<file path="config.mk">
export PLATFORM = sky130hd
export DESIGN_NAME = oled_spi_rx
export DESIGN_NICKNAME = d
export VERILOG_FILES = /design/src/rtl/oled_spi_rx.sv
export SDC_FILE = /design/constraint.sdc
export NUM_CORES = 1
export LEC_CHECK = 0
export ABC_CLOCK_PERIOD_IN_PS = 1800
export CORE_MARGIN = 2
export CORE_UTILIZATION = 40
export DETAILED_ROUTE_END_ITERATION = 12
export SETUP_SLACK_MARGIN = 0.3
export SLEW_MARGIN = 10
export SYNTH_ARGS = -nofsm -noshare
export SYNTH_HDL_FRONTEND = slang
export SYNTH_SLANG_ARGS = --single-unit
</file>
<file path="constraint.sdc">
create_clock -name clock -period 1.8 [get_ports clock]
set_input_delay 0.36 -clock clock [delete_from_list [all_inputs] [get_ports clock]]
set_output_delay 0.36 -clock clock [all_outputs]
set_load 0.005 [all_outputs]
</file>
<file path="src/rtl/oled_spi_rx.sv">
// oled_spi_rx: receive side of an SSD1306-style 4-wire SPI OLED link.
// Synchronizes the SPI pins into the system clock domain, assembles bytes,
// decodes commands into panel state and writes data bytes to a frame buffer.
//
//   state | meaning
//   ------+----------------------------------------------------------
//   CMD   | idle; next dc_n=0 byte is an opcode
//   ARG1  | waiting for the first argument of the latched opcode
//   ARG2  | waiting for the second argument (0x21 / 0x22 only)
module oled_spi_rx #(
  parameter int PAGES   = 4,
  parameter int COLUMNS = 128,
  parameter int ADDR_W  = 9,
  parameter int TIMEOUT = 1000
) (
  input  logic              clock,
  input  logic              reset_n,
  input  logic              oled_spi_clk,
  input  logic              oled_spi_data,
  input  logic              oled_dc_n,
  input  logic              oled_reset_n,
  input  logic              oled_vdd,
  input  logic              oled_vbat,
  output logic              fb_we,
  output logic [ADDR_W-1:0] fb_addr,
  output logic [7:0]        fb_wdata,
  output logic              display_on,
  output logic              entire_on,
  output logic [7:0]        contrast,
  output logic              charge_pump_en,
  output logic              panel_lit,
  output logic              cmd_error
);

  localparam int PW = (PAGES > 1) ? $clog2(PAGES) : 1;
  localparam int TW = $clog2(TIMEOUT + 1);

  typedef enum logic [1:0] {CMD, ARG1, ARG2} decodeStateT;
  typedef enum logic {HORIZ, PAGE} addrModeT;

  logic [1:0] sclkSync, dataSync, dcSync;
  logic       sclkPrev;
  logic       spiEdge, gated;

  logic [7:0]    shiftReg, byteData;
  logic [2:0]    bitCnt;
  logic [TW-1:0] timeoutCnt;
  logic          byteValid, byteDc, timeoutErr;

  decodeStateT state, stateN;
  addrModeT    mode, modeN;
  logic [7:0]    opcode, opcodeN, contrastR, contrastN;
  logic [6:0]    col, colN, colStart, colStartN, colEnd, colEndN, arg1, arg1N;
  logic [PW-1:0] page, pageN, pageStart, pageStartN, pageEnd, pageEndN;
  logic          displayOnR, displayOnN, entireOnR, entireOnN, pumpR, pumpN;
  logic          doDecode, weN, decodeErr;

  // Two-flop synchronizers; the clock chain resets high so start-up sees no edge.
  always_ff @(posedge clock) begin
    if (!reset_n) begin
      sclkSync <= 2'b11;
      sclkPrev <= 1'b1;
      dataSync <= 2'b00;
      dcSync   <= 2'b00;
    end else begin
      sclkSync <= {sclkSync[0], oled_spi_clk};
      sclkPrev <= sclkSync[1];
      dataSync <= {dataSync[0], oled_spi_data};
      dcSync   <= {dcSync[0], oled_dc_n};
    end
  end

  assign spiEdge = sclkSync[1] & ~sclkPrev;
  assign gated   = oled_vdd | ~oled_reset_n;

  // Bit assembly, byte completion and stalled-byte timeout.
  always_ff @(posedge clock) begin
    if (!reset_n || gated) begin
      shiftReg   <= '0;
      bitCnt     <= '0;
      timeoutCnt <= '0;
      byteValid  <= 1'b0;
      byteData   <= '0;
      byteDc     <= 1'b0;
      timeoutErr <= 1'b0;
    end else begin
      byteValid  <= 1'b0;
      timeoutErr <= 1'b0;
      if (spiEdge) begin
        shiftReg   <= {shiftReg[6:0], dataSync[1]};
        bitCnt     <= bitCnt + 3'd1;
        timeoutCnt <= '0;
        if (bitCnt == 3'd7) begin
          byteValid <= 1'b1;
          byteData  <= {shiftReg[6:0], dataSync[1]};
          byteDc    <= dcSync[1];
        end
      end else if (bitCnt != 3'd0) begin
        if (timeoutCnt == TW'(TIMEOUT)) begin
          shiftReg   <= '0;
          bitCnt     <= '0;
          timeoutCnt <= '0;
          timeoutErr <= 1'b1;
        end else begin
          timeoutCnt <= timeoutCnt + TW'(1);
        end
      end
    end
  end

  // Decoder state register; panel reset returns all panel state to defaults.
  always_ff @(posedge clock) begin
    if (!reset_n || !oled_reset_n) begin
      state      <= CMD;
      mode       <= PAGE;
      opcode     <= '0;
      arg1       <= '0;
      col        <= '0;
      colStart   <= '0;
      colEnd     <= 7'(COLUMNS - 1);
      page       <= '0;
      pageStart  <= '0;
      pageEnd    <= PW'(PAGES - 1);
      contrastR  <= 8'h7F;
      displayOnR <= 1'b0;
      entireOnR  <= 1'b0;
      pumpR      <= 1'b0;
    end else begin
      state      <= stateN;
      mode       <= modeN;
      opcode     <= opcodeN;
      arg1       <= arg1N;
      col        <= colN;
      colStart   <= colStartN;
      colEnd     <= colEndN;
      page       <= pageN;
      pageStart  <= pageStartN;
      pageEnd    <= pageEndN;
      contrastR  <= contrastN;
      displayOnR <= displayOnN;
      entireOnR  <= entireOnN;
      pumpR      <= pumpN;
    end
  end

  assign doDecode = byteValid & ~gated;

  // Byte decode: command/argument handling, data writes and pointer advance.
  always_comb begin
    stateN     = state;
    modeN      = mode;
    opcodeN    = opcode;
    arg1N      = arg1;
    colN       = col;
    colStartN  = colStart;
    colEndN    = colEnd;
    pageN      = page;
    pageStartN = pageStart;
    pageEndN   = pageEnd;
    contrastN  = contrastR;
    displayOnN = displayOnR;
    entireOnN  = entireOnR;
    pumpN      = pumpR;
    weN        = 1'b0;
    decodeErr  = 1'b0;
    if (doDecode) begin
      if (byteDc) begin
        weN       = 1'b1;
        decodeErr = (state != CMD);
        stateN    = CMD;
        if (mode == PAGE) begin
          colN = (col == 7'(COLUMNS - 1)) ? 7'd0 : col + 7'd1;
        end else if (col != colEnd) begin
          colN = col + 7'd1;
        end else begin
          colN  = colStart;
          pageN = (page == pageEnd) ? pageStart : page + PW'(1);
        end
      end else begin
        case (state)
          CMD: begin
            casez (byteData)
              8'hAE, 8'hAF: displayOnN = byteData[0];
              8'hA4, 8'hA5: entireOnN  = byteData[0];
              8'hA0, 8'hA1, 8'hC0, 8'hC8: ;
              8'h0?: colN = {col[6:4], byteData[3:0]};
              8'h1?: colN = {byteData[2:0], col[3:0]};
              8'b1011_0???: pageN = byteData[PW-1:0];
              8'h81, 8'h8D, 8'hD9, 8'hDA, 8'h20, 8'h21, 8'h22: begin
                opcodeN = byteData;
                stateN  = ARG1;
              end
              default: decodeErr = 1'b1;
            endcase
          end
          ARG1: begin
            stateN = CMD;
            case (opcode)
              8'h81: contrastN = byteData;
              8'h8D: pumpN     = byteData[2];
              8'h20: modeN     = byteData[1] ? PAGE : HORIZ;
              8'h21, 8'h22: begin
                arg1N  = byteData[6:0];
                stateN = ARG2;
              end
              default: ;
            endcase
          end
          default: begin
            stateN = CMD;
            if (opcode == 8'h21) begin
              colStartN = arg1;
              colN      = arg1;
              colEndN   = byteData[6:0];
            end else begin
              pageStartN = arg1[PW-1:0];
              pageN      = arg1[PW-1:0];
              pageEndN   = byteData[PW-1:0];
            end
          end
        endcase
      end
    end
  end

  assign fb_we          = weN;
  assign fb_addr        = ADDR_W'(page) * ADDR_W'(COLUMNS) + ADDR_W'(col);
  assign fb_wdata       = byteData;
  assign display_on     = displayOnR;
  assign entire_on      = entireOnR;
  assign contrast       = contrastR;
  assign charge_pump_en = pumpR;
  assign panel_lit      = displayOnR & pumpR & ~oled_vbat & ~oled_vdd;
  assign cmd_error      = decodeErr | timeoutErr;

endmodule
</file>
### After elaboration in Yosys (flattened, before gate mapping)

Cells that the tools add are included.

| word-level totals | value |
|---|---|
| flip-flop bits (word level) | 94 |
| input bits | 8 |
| word-level logic and storage cells | 155 |

| operators by class | value |
|---|---|
| add/subtract/negate cells | 5 |
| equal/unequal tests | 38 |
| mux-type cells | 34 |
| bitwise operators | 17 |
| reduce and logical (&&, ||, !) cells | 35 |

Operator list:

| kind | count |
|---|---|
| 8-bit == test (second input constant) | 14 |
| 7-bit two-way mux | 8 |
| 8-bit by 6-bit == test with 1-bit output (second input constant) | 6 |
| 4-bit AND reduction | 9 |
| 7-bit one-hot mux with 2 select lines | 2 |
| 2-bit two-way mux | 9 |
| 18-bit OR reduction | 1 |
| 3-bit by 2-bit inequality test with 1-bit output (second input constant) | 5 |
| 2-bit OR reduction | 6 |
| 10-bit by 1-bit adder with 10-bit output (second input constant) | 1 |
| 10-bit == test (second input constant) | 1 |
| 10-bit two-way mux | 1 |
| 1-bit inverter | 10 |
| 5-bit AND reduction | 2 |
| 9-bit by 7-bit adder with 9-bit output | 1 |
| 1-bit two-way mux | 9 |
| 3-bit two-way mux | 3 |
| 2-bit one-hot mux with 2 select lines | 2 |
| 7-bit by 1-bit adder with 7-bit output (second input constant) | 1 |
| 7-bit == test (second input constant) | 1 |
| 7-bit inequality test | 1 |
| 7-bit OR reduction | 1 |
| 2-bit inequality test (second input constant) | 3 |
| 3-bit inequality test (second input constant) | 2 |
| other kinds (18) | 30 |

### Depth between registers and ports, before layout

| logic depth | value |
|---|---|
| depth after elaboration | 7 |
| gate-level depth with buffers | 9 |
| depth with buffers taken out | 7 |

### Worst setup path before layout

Ideal clock, no wire load.

| timing | value |
|---|---|
| path kind | reg2reg |
| start point | reg col[5] |
| end point | reg col[4] |
| arrival time | 1.841 ns |
| setup slack | -0.159 ns |
| cell stages (with the launch flop) | 8 |
| clock period less this slack | 1.959 ns |
| cells stage by stage | dfxtp_1 xor2_1 or4_1 buf_2 or2_0 buf_6 o211a_1 o221a_1 |

| on the way | value |
|---|---|
| word-level cells in the longest chain between the ends | 4 |

RTL lines:

| element | line | text |
|---|---|---|
| from (decl) | 53 | `logic [6:0] col, colN, colStart, colStartN, colEnd, colEndN, arg1, arg1N;` |
| from (signal assigned) | 133 | `col <= colN;` |
| 7-bit inequality test / 7-bit == test (equally long branches) | 173, 172 |  |
| 7-bit two-way mux, on equally long branches | 173, 172 |  |
| 7-bit two-way mux * | 171 | `if (mode == PAGE) begin` |
| 7-bit two-way mux * | 167 | `if (byteDc) begin` |

Every way passes the cells marked *; elsewhere a longest branch is shown, timed or not.
A chain may end at the register's enable or synchronous reset.

### Worst setup path in the final report

| timing | value |
|---|---|
| start point | reg byteData[1], in the netlist fb_wdata[1] |
| end point | out cmd_error |

| on the way | value |
|---|---|
| word-level cells in the longest chain between the ends | 7 |

RTL lines:

| element | line | text |
|---|---|---|
| from (decl) | 45 | `logic [7:0] shiftReg, byteData;` |
| from (signal assigned) | 95 | `byteData <= {shiftReg[6:0], dataSync[1]};` |
| 8-bit == test / 8-bit by 6-bit == test with 1-bit output (equally long branches) | 182 | `casez (byteData)` |
| 18-bit OR reduction (no line) * | n/a |  |
| 1-bit two-way mux * | 182 |  |
| 1-bit two-way mux * | 180 | `case (state)` |
| 1-bit two-way mux * | 167 |  |
| 1-bit two-way mux * | 166 | `if (doDecode) begin` |
| 1-bit bitwise OR * | 234 | `assign cmd_error = decodeErr \| timeoutErr;` |
| to (decl) | 32 | `output logic cmd_error` |

Marks and branches as above.

==> impl_metrics.json <==
{
  "post_synth_and_or_nand_nor_area_fraction_pct": 23.5,
  "slew_violations": 0,
  "last_weighted_congestion_value_of_the_routability_driven_placer": 0.817,
  "drt_iter0_drc": 168,
  "grt_pass1_wl_um": 19800,
  "total_area_of_multi_input_combinational_cells_mm2": 0.00276,
  "die-area_mm2": 0.0117,
  "core.rowCount": 38,
  "ys_seq_area_share_pct": 43.4,
  "pin_count_of_the_biggest_net_entering_global_routing": 25,
  "critical_path.max_fanout": 5,
  "hp-start": "sclkSync[0]",
  "critPathArrivalTime_ns": 1.75,
  "fin_total_pwr_mw": 3.62,
  "finalClockSkew_ns": 0.00792,
  "initial_utilization_pct": 40.5,
  "static_leakage_nw": 2.75,
  "ioPinCount": 39,
  "drt-total-wl_um": 12500,
  "period_minus_slack_ns": 2.11,
  "holdPathEnd": "sclkSync[1]",
  "synth_area_leader_cell": "sky130_fd_sc_hd__dfxtp_1",
  "numCtsBuffers": 9,
  "worst_reg2reg_path_length_in_cells": 8,
  "timing_hold_violations_final": 0,
  "numPortBuffers": 38,
  "seqCellArea_mm2": 0.00195,
  "start_kind": "flip-flop",
  "clock_sinks": 94,
  "total_power_density_per_cell_area_mw_per_mm2": 549,
  "cp_cell_sequence": "or2_2, nor3_1, nand4b_1, o21ai_2, o21ai_1, buf_2",
  "yosys.cell_types.count": 52,
  "num-nets-final": 662,
  "min_path_cells": 1,
  "synthMuxAreaShare_pct": 10.6,
  "num_antenna_cells": 0,
  "avgRoutedWirePerCell_um": 15.8,
  "final_antenna_violating_net_count": 0,
  "synth_fp_nets": 515,
  "postSynthCellCount": 501,
  "timing.reg2reg.setup_slack_ns": -0.20,
  "yosys_warnings": 0,
  "drt_pre_antenna_iters": 4,
  "violated_checks": "setup timing",
  "tightest_slew_ns": 0.494,
  "maximum_level_of_the_cts_h_tree": 3,
  "post_synth_most_frequent_cells": "sky130_fd_sc_hd__dfxtp_1, sky130_fd_sc_hd__nand2_1, sky130_fd_sc_hd__nor2_1, sky130_fd_sc_hd__mux2i_1, sky130_fd_sc_hd__clkbuf_1",
  "rsz0062_at_grt": "true",
  "placement.setup.worst_slack_ns": -0.612,
  "num_vias": 4136,
  "synth_compound_gate_area_share_pct": 12.4,
  "worst-endpoint-required_ns": 1.44,
  "global_route.overflow_total": 0,
  "fillerInstances": 864,
  "netlist_top_cells_area": "sky130_fd_sc_hd__dfxtp_1, sky130_fd_sc_hd__mux2i_1, sky130_fd_sc_hd__nand2_1",
  "setup.worst_path.end_class": "primary output",
  "place.detailed.hpwl_um": 8190,
  "number_of_enable_type_register_cells_in_the_synthesized_netlist": 0,
  "layout-drive-gt1-share_pct": 41.7,
  "die-width_um": 108,
  "areaGrowthSynthToFinish_pct": 52.1,
  "placement.cell_area_mm2": 0.00542,
  "synth_most_common_cell": "sky130_fd_sc_hd__dfxtp_1",
  "post_drt_via_cell_ratio": 5.22,
  "main_combinational_cell_family_by_area_after_synthesis": "simple AND/OR/NAND/NOR gates",
  "clkLatencyLatePin_ns": 0.38,
  "status": "finished, violations left",
  "clkSlewWorstSetupHoldPaths_ns": 0.09,
  "initial_antenna_violation_count": 0,
  "dominantRegCellSynth": "sky130_fd_sc_hd__dfxtp_1",
  "holdCritPathClass": "flip-flop to flip-flop",
  "ir_drop_mv": 0.501,
  "slowest_stage_delay_cp_ns": 0.38,
  "final_period_utilization_pct": 117,
  "worst_r2r_startpoint": "fb_wdata[7]",
  "postLayoutCoreUtil_pct": 61.7,
  "finalHoldWorstSlack_ns": 0.426,
  "coreArea_mm2": 0.0107,
  "critical_path.n_buffers_inverters": 1,
  "synth_xor_area_share_pct": 4.65,
  "area_share_of_the_largest_cell_type_after_synthesis_pct": 43.4,
  "setup_ws_ns": -0.309,
  "number_of_global_route_vias_before_repair": 4042,
  "die_h_um": 108,
  "groute.usage.overall_pct": 21.5,
  "cts_buffer_depth": 2,
  "max-cap-violations": 0,
  "crit_path_top_delay_cell": "sky130_fd_sc_hd__dfxtp_4",
  "synth.avg_cell_area_um2": 8.66,
  "setup_viol": 19,
  "cts_root_buf": "sky130_fd_sc_hd__clkbuf_8",
  "critical_path.top_delay_family": "simple AND/OR/NAND/NOR gates",
  "synth_area_mm2": 0.00434,
  "final_design_area_no_fill_mm2": 0.00660,
  "adder_cell_area_share_of_the_yosys_netlist_pct": 1.73,
  "tritoncts": "built",
  "maxClockFrequency_ghz": 0.474,
  "synth_async_sr_flop_share_pct": 0,
  "rr_endpoint": "col[3]",
  "synth-seq-cells": 94,
  "post-route-drc-count": 0,
  "timing_worst_setup_path_type": "flip-flop to primary output",
  "slew-limit-headroom_pct": 66.9
}
metal layers:
| metal | wire length (um) | global-route usage, % |
|---|---|---|
| met4 | 329 | 7.05 |
| met5 | 0 | 0 |
| met1 | 5530 | 26.9 |
| met3 | 592 | 4.58 |
| met2 | 6060 | 37.0 |
state kept, by name (all words and copies together), names as in the netlist, 3 cells and up:
| name | cells |
|---|---|
| timeoutCnt | 10 |
| opcode | 8 |
| colStart | 7 |
| arg1 | 7 |
| contrast | 8 |
| col | 7 |
| fb_wdata | 8 |
| bitCnt | 3 |
| colEnd | 7 |
| shiftReg | 7 |
cells in the final DEF (no fill, tap or decap), drive strengths merged, types with 3 or more instances in the layout:
cell           count
nand4              9
or3                4
nor2              55
and2               9
o221a              6
or2                3
nand2             83
dlygate4sd2       17
xnor2              9
clkdlybuf4s15      7
xor2              14
nor3               5
clkbuf            14
a21oi             24
nor4b              4
ha                 6
inv                8
nand3             11
o211ai             5
buf              134
mux2i             45
nor2b              4
nand2b             8
o21ai             18
dfxtp             94
nor4bb             3
a22oi              9
clkinv             4
nor4               3
o211a              4
clkdlybuf4s50      5
and3               3
cell type report:
class / count / share of cell area, %
Multi-Input combinational cell: 368 / 41.9
Sequential cell: 94 / 29.6
Timing Repair Buffer: 167 / 22.4
Tap cell: 140 / 2.66
Inverter: 8 / 0.455
Clock buffer: 10 / 2.09
Clock inverter: 6 / 0.929
kinds of logic after synthesis:
logic type	Yosys count
compound gates	80
xor+xnor	23
fa+ha+maj	6
buf+inv	39
flops	94
mux	46
simple gates	213
worst max path at each step:
stage,end,cells after the start,start
6_report,cmd_error,6,fb_wdata[1]
5_1_grt,cmd_error,6,fb_wdata[1]
4_1_cts,cmd_error,6,fb_wdata[7]
3_5_place_dp,contrast[4],9,oled_reset_n
3_3_place_gp,cmd_error,6,oled_vdd
2_1_floorplan,col[4],7,col[5]
what timing repair did:
item / in CTS / in global routing
gates resized for setup: 170 / 74
buffers inserted: 38 / 15
setup endpoints to repair: 99 / 92
pin swaps: 42 / 41
gates cloned: 2 / 1
hold buffers: 0 / 0
per-stage QoR:
stage | instances | setup TNS (ns)
after global placement | 721 | -18.14
after floorplan | 501 | -0.645
after detailed placement | 721 | -20.85
after CTS | 777 | -0.983
after global routing | 793 | -3.66
final | 793 | -1.66
worst register-to-register path, cell delays in order, from the launching register on:
cell and delay [ns]:
sky130_fd_sc_hd__dfxtp_2 0.34, sky130_fd_sc_hd__buf_4 0.13, sky130_fd_sc_hd__buf_6 0.11, sky130_fd_sc_hd__buf_6 0.12, sky130_fd_sc_hd__or4b_4 0.59, sky130_fd_sc_hd__and3_4 0.22, sky130_fd_sc_hd__a21oi_2 0.09, sky130_fd_sc_hd__o21ai_1 0.07
sky130_fd_sc_hd__o221a_1 0.21
power by group:
group | switching [mW] | total (mW) | internal [mW] | leakage (nW)
registers | 0.00203 | 2.07 | 2.07 | 0.774
clock network | 0.769 | 1.44 | 0.675 | 0.102
logic | 0.0599 | 0.107 | 0.0466 | 1.88
total | 0.831 | 3.62 | 2.79 | 2.75
(Power assumes the default switching activity.)
